$ cat config.mk
export PLATFORM = sky130hd
export DESIGN_NAME = orao_autotype_flat
export DESIGN_NICKNAME = d
export VERILOG_FILES = /design/src/rtl/orao_autotype_if.sv /design/src/rtl/orao_autotype.sv /design/src/flat_wrapper.sv
export SDC_FILE = /design/constraint.sdc
export NUM_CORES = 1
export LEC_CHECK = 0
export ABC_AREA = 0
export CORE_ASPECT_RATIO = 1.4
export CORE_MARGIN = 2
export CORE_UTILIZATION = 60
export DETAILED_ROUTE_END_ITERATION = 8
export GPL_TIMING_DRIVEN = 0
export PLACE_DENSITY = 0.86
export SETUP_SLACK_MARGIN = 0.02
export SLEW_MARGIN = 20
export SYNTH_ARGS = -nofsm -noshare
export SYNTH_HDL_FRONTEND = slang
export SYNTH_SLANG_ARGS = --single-unit
$ cat constraint.sdc
create_clock -name clk -period 2.99 [get_ports clk]
set_clock_uncertainty 0.1 [all_clocks]
set_input_delay 0.897 -clock clk [delete_from_list [all_inputs] [get_ports clk]]
set_output_delay 0.897 -clock clk [all_outputs]
set_load 0.02 [all_outputs]
$ cat src/rtl/orao_autotype_if.sv
// Key/reset bundle between the autotype sequencer (master) and the orao core side (slave).
// abort exists only when ORAO_AUTOTYPE_ABORT_EN is defined.
interface orao_autotype_if;
    logic start;
`ifdef ORAO_AUTOTYPE_ABORT_EN
    logic abort;
`endif
    logic sys_n_reset;
    logic key_b;
    logic key_c;
    logic key_enter;
    logic busy;
    logic done;

    modport master (
        input  start,
`ifdef ORAO_AUTOTYPE_ABORT_EN
        input  abort,
`endif
        output sys_n_reset,
        output key_b,
        output key_c,
        output key_enter,
        output busy,
        output done
    );

    modport slave (
        output start,
`ifdef ORAO_AUTOTYPE_ABORT_EN
        output abort,
`endif
        input  sys_n_reset,
        input  key_b,
        input  key_c,
        input  key_enter,
        input  busy,
        input  done
    );
endinterface

$ cat src/rtl/orao_autotype.sv
// Power-up sequencer: holds the orao core in reset, then types B, C, ENTER x3; outputs registered, no backpressure.
// Optional abort input (stop typing, go to done) under ORAO_AUTOTYPE_ABORT_EN.
module orao_autotype #(
    parameter int RESET_CYC = 12500000,
    parameter int PRESS_CYC = 12500000,
    parameter int GAP_CYC   = 25000000
) (
    input  logic            clk,
    input  logic            n_reset,
    orao_autotype_if.master io
);
    localparam int MAX_RP  = (RESET_CYC > PRESS_CYC) ? RESET_CYC : PRESS_CYC;
    localparam int MAX_CYC = (MAX_RP > GAP_CYC) ? MAX_RP : GAP_CYC;
    localparam int CW      = $clog2(MAX_CYC + 1);

    localparam logic [CW-1:0] RESET_LD = CW'(RESET_CYC - 1);
    localparam logic [CW-1:0] PRESS_LD = CW'(PRESS_CYC - 1);
    localparam logic [CW-1:0] GAP_LD   = CW'(GAP_CYC - 1);
    localparam logic [2:0]    STEP_END = 3'd6;

    typedef enum logic [1:0] {RST_HOLD, PRESS, GAP, DONE} state_t;
    typedef enum logic [2:0] {OP_RESET, OP_KEY_B, OP_KEY_C, OP_KEY_ENTER, OP_END} op_t;

    function automatic op_t script_rom(input logic [2:0] s);
        case (s)
            3'd0:    script_rom = OP_RESET;
            3'd1:    script_rom = OP_KEY_B;
            3'd2:    script_rom = OP_KEY_C;
            3'd3:    script_rom = OP_KEY_ENTER;
            3'd4:    script_rom = OP_KEY_ENTER;
            3'd5:    script_rom = OP_KEY_ENTER;
            default: script_rom = OP_END;
        endcase
    endfunction

    state_t          state;
    logic [2:0]      step;
    logic [CW-1:0]   cnt;
    logic [2:0]      next_step;
    op_t             next_op;
    logic            abort_req;

    always_comb begin
        next_step = (step == STEP_END) ? STEP_END : step + 3'd1;
        next_op   = script_rom(next_step);
    end

`ifdef ORAO_AUTOTYPE_ABORT_EN
    assign abort_req = io.abort;
`else
    assign abort_req = 1'b0;
`endif

    always_ff @(posedge clk or negedge n_reset) begin
        if (!n_reset) begin
            state          <= RST_HOLD;
            step           <= 3'd0;
            cnt            <= RESET_LD;
            io.sys_n_reset <= 1'b0;
            io.key_b       <= 1'b0;
            io.key_c       <= 1'b0;
            io.key_enter   <= 1'b0;
            io.busy        <= 1'b1;
            io.done        <= 1'b0;
        end else if (state == DONE) begin
            if (io.start) begin
                state          <= RST_HOLD;
                step           <= 3'd0;
                cnt            <= RESET_LD;
                io.sys_n_reset <= 1'b0;
                io.busy        <= 1'b1;
                io.done        <= 1'b0;
            end
        end else if (abort_req) begin
            // Abort wins over a phase boundary falling on the same edge.
            state          <= DONE;
            step           <= STEP_END;
            io.sys_n_reset <= 1'b1;
            io.key_b       <= 1'b0;
            io.key_c       <= 1'b0;
            io.key_enter   <= 1'b0;
            io.busy        <= 1'b0;
            io.done        <= 1'b1;
        end else if (cnt != '0) begin
            cnt <= cnt - 1'b1;
        end else begin
            case (state)
                RST_HOLD: begin
                    state          <= GAP;
                    cnt            <= GAP_LD;
                    io.sys_n_reset <= 1'b1;
                end
                PRESS: begin
                    state        <= GAP;
                    cnt          <= GAP_LD;
                    io.key_b     <= 1'b0;
                    io.key_c     <= 1'b0;
                    io.key_enter <= 1'b0;
                end
                GAP: begin
                    step <= next_step;
                    case (next_op)
                        OP_KEY_B: begin
                            state    <= PRESS;
                            cnt      <= PRESS_LD;
                            io.key_b <= 1'b1;
                        end
                        OP_KEY_C: begin
                            state    <= PRESS;
                            cnt      <= PRESS_LD;
                            io.key_c <= 1'b1;
                        end
                        OP_KEY_ENTER: begin
                            state        <= PRESS;
                            cnt          <= PRESS_LD;
                            io.key_enter <= 1'b1;
                        end
                        default: begin
                            state   <= DONE;
                            io.busy <= 1'b0;
                            io.done <= 1'b1;
                        end
                    endcase
                end
                default: state <= DONE;
            endcase
        end
    end
endmodule

$ cat src/flat_wrapper.sv
// flat-port wrapper written by rule: the top's interface ports become plain ports
module orao_autotype_flat 
#(
    parameter int RESET_CYC = 12500000,
    parameter int PRESS_CYC = 12500000,
    parameter int GAP_CYC   = 25000000
)
  (clk, n_reset, io_start, io_sys_n_reset, io_key_b, io_key_c, io_key_enter, io_busy, io_done);
  orao_autotype_if io_i ();
  input  logic clk;
  input  logic n_reset;
  input wire logic [$bits(io_i.start)-1:0] io_start;
  output wire logic [$bits(io_i.sys_n_reset)-1:0] io_sys_n_reset;
  output wire logic [$bits(io_i.key_b)-1:0] io_key_b;
  output wire logic [$bits(io_i.key_c)-1:0] io_key_c;
  output wire logic [$bits(io_i.key_enter)-1:0] io_key_enter;
  output wire logic [$bits(io_i.busy)-1:0] io_busy;
  output wire logic [$bits(io_i.done)-1:0] io_done;
  assign io_i.start = io_start;
  assign io_sys_n_reset = io_i.sys_n_reset;
  assign io_key_b = io_i.key_b;
  assign io_key_c = io_i.key_c;
  assign io_key_enter = io_i.key_enter;
  assign io_busy = io_i.busy;
  assign io_done = io_i.done;
  orao_autotype #(.RESET_CYC(RESET_CYC), .PRESS_CYC(PRESS_CYC), .GAP_CYC(GAP_CYC)) u_core (.clk(clk), .n_reset(n_reset), .io(io_i));
endmodule
==> impl_metrics.json <==
{
  "run_status": "complete, no violations",
  "cts_hold_buf": 0,
  "synth_area_mm2": 0.00232,
  "tritoncts_clock_tree": "yes",
  "post_synth_edffs": 0,
  "worstSetupPathType": "flip-flop to flip-flop",
  "timing.fmax_mhz": 369,
  "yosysWarningCount": 0,
  "whs_path_depth": 2,
  "worstRegToRegCells": 8,
  "die_w_um": 56.6,
  "initial_drt_pass_iterations": 5,
  "layout-drive-gt1-share_pct": 17.4,
  "share_of_the_yosys_chip_area_belonging_to_registers_pct": 39.8,
  "tightest_slew_ns": 0.627,
  "wirelength_um": 5670,
  "timing.final.ws_setup_ns": 0.283,
  "synthCells": 259,
  "start_kind": "flip-flop",
  "synth_seq_cells": 36,
  "floorplan.rows": 26,
  "nets": 285,
  "htreeDepth": 2,
  "clkLatencyLatePin_ns": 0.28,
  "crit_path_max_fanout": 10,
  "pin_count_of_the_biggest_net_entering_global_routing": 22,
  "area_added_between_synthesis_and_finish_pct": 10.6,
  "report.final.hold_viol_count": 0,
  "cp_data_arrival_time_ns": 2.83,
  "coreArea_mm2": 0.00368,
  "cts_repair_resize_count": 0,
  "cp.required_ns": 3.11,
  "final_antenna_net_count": 0,
  "n_fill_cell": 294,
  "final-setup-viol-count": 0,
  "num_vias": 2193,
  "register_area_um2": 922,
  "place.gp.congestion": 0.907,
  "grt_setup_unrepaired": "false",
  "wirelength_met1_um": 2150,
  "timing.rr.start": "u_core.step[1]$_DFFE_PN0P_",
  "worst_slew_margin_rel_pct": 57.9,
  "cts.root.buffer_cell": "clkbuf_8",
  "synth_area_per_cell_um2": 8.96,
  "pre_cts_slack_ns": 0.207,
  "leakage_power_summed_over_all_cells_nw": 0.981,
  "ys_types": 65,
  "top_layer_used": "met4",
  "routed_via_density": 6.90,
  "synthesis.nets": 269,
  "met3_length_um": 350,
  "async_flop_share_pct": 100,
  "floorplan.die.height_um": 77.6,
  "initial_core_util_pct": 63.1,
  "grt_use_total_pct": 28.3,
  "drt_iter0_drc": 117,
  "detailed_place_hpwl_um": 4200,
  "cts_buf_count": 5,
  "port_buffers": 8,
  "clkTransAtPathRegs_ns": 0.07,
  "worst_hold_startpoint": "u_core.io.busy$_DFFE_PN1P_",
  "die-area_mm2": 0.00439,
  "multi_input_area_mm2": 0.00129,
  "grt_antenna_before_repair": 0,
  "cts.path.max_buffers": 2,
  "critPathLaunch": "u_core.step[1]$_DFFE_PN0P_",
  "max-cap-violations": 0,
  "dominantRegCellSynth": "dfrtp_1",
  "n_antenna_cell": 0,
  "tns_ns": 0,
  "vdd_ir_drop_max_uv": 314,
  "detailroute.wirelength.met2_um": 2840,
  "number_of_global_route_vias_before_repair": 2146,
  "period_minus_slack_ns": 2.71,
  "post_drt_wl_per_cell_um": 17.8,
  "grt_pass1_wl_um": 9780,
  "reg2reg_setup_slack_ns": 0.28,
  "p_per_area_mw_per_mm2": 336,
  "final_max_slew_viol_count": 0,
  "cts.sinks": 36,
  "post_cts.repair.setup_buffers": 0,
  "design.portCount": 9,
  "critical_path.endpoint_type": "flip-flop",
  "residual_drc_count": 0,
  "path_class_of_the_lowest_slack_min_delay_path": "flip-flop to flip-flop",
  "grt-ovfl-total": 0,
  "period_share_pct": 90.5
}
[power breakdown]
group          internal (W)  total [W]  switching (W)
Combinational    0.00000542  0.0000175      0.0000121
Sequential         0.000488   0.000488              0
Clock              0.000188   0.000357       0.000169
Total              0.000681   0.000862       0.000181
[state kept, by name, summed over array words and instances, names as in the netlist]
register,flops
u_core.io.key_c,1
u_core.io.busy,1
u_core.state,2
u_core.io.done,1
u_core.io.key_enter,1
u_core.step,3
u_core.cnt,25
u_core.io.key_b,1
u_core.io.sys_n_reset,1
[metrics by stage]
stage          instances  power [W]  cell area (um2)  hold slack (ns)  utilization [%]
2_1_floorplan        259   0.000497             2320            0.370                -
3_3_place_gp         309   0.000511             2450            0.376             66.7
4_1_cts              318   0.000873             2560            0.392             69.8
5_1_grt              318   0.000898             2560            0.410             69.8
6_report             318   0.000862             2560            0.391             69.8
3_5_place_dp         310   0.000515             2470            0.381             67.3
[final timing paths]
check                                             end
min in group asynchronous  u_core.cnt[24]$_DFFE_PN0P_
max reg2reg                 u_core.cnt[5]$_DFFE_PN0P_
min reg2reg                u_core.io.busy$_DFFE_PN1P_
max in group asynchronous  u_core.cnt[12]$_DFFE_PN1P_
min                        u_core.io.busy$_DFFE_PN1P_
max                         u_core.cnt[5]$_DFFE_PN0P_
[worst max-delay path, cell delays in order (launching register included)]
cell and delay, ns:
dfrtp_1 0.49, ha_1 0.19, clkbuf_1 0.26, xnor2_1 0.20, nor4bb_1 0.40, o2111ai_2 0.34
nand2_2 0.31, buf_4 0.23, a21o_1 0.13
[cells by family after synthesis]
logic type / synth area share, %
AO/OA/AOI/OAI: 27.2
XOR/XNOR: 0.755
AND/OR/NAND/NOR: 23.1
adder cells (fa/ha/maj): 3.78
flip-flops: 39.8
buffers and inverters: 4.53
multiplexers: 0.863
[layout by cell type (no fill, tap or decap), types with 2 or more instances in the layout]
master	Yosys	routed
nor4_1	5	5
nand3_1	5	5
buf_2	3	4
o41ai_1	4	4
o31ai_1	10	10
or4_1	5	5
nor3_1	10	10
o31ai_2	2	2
nand4_1	4	4
dfstp_2	17	17
clkbuf_1	6	8
or2_2	2	2
mux2i_1	2	2
a21o_1	5	5
clkdlybuf4s50_1	0	7
a31oi_1	7	7
dfrtp_1	19	19
nor2_1	29	29
nor4_2	2	2
a211oi_1	2	2
ha_1	7	7
o211ai_1	2	2
a31o_2	2	2
o311a_1	2	2
nand2_1	20	20
buf_4	2	2
or3_1	3	3
a21oi_1	15	15
o21ai_0	20	20
inv_1	10	10
o21a_1	2	2
clkbuf_8	0	6
[synth_stat cells (all sizes together), types with 7 or more instances]
library cell	count	area, um2
dfstp	17	447
ha	7	87.6
nor4	7	56.3
nor3	11	60.1
nor2	29	109
dfrtp	19	475
nand2	21	81.3
inv	10	37.5
a31oi	7	43.8
a21oi	15	75.1
o21ai	21	116
o31ai	12	100
[metal layers]
layer	track usage (%)	vias up
li1	-	1016
met1	31.3	1043
met2	49.0	100
met3	5.33	34
met4	17.1	0
met5	0	-
[area by class of cell]
type,count,area share [%]
Buffer,12,2.49
Clock buffer,8,3.51
Inverter,11,1.61
Multi-Input combinational cell,200,50.4
Sequential cell,36,36.0
Tap cell,42,2.05
Timing Repair Buffer,9,4.00
No activity file was read; power rests on OpenSTA's default activity.
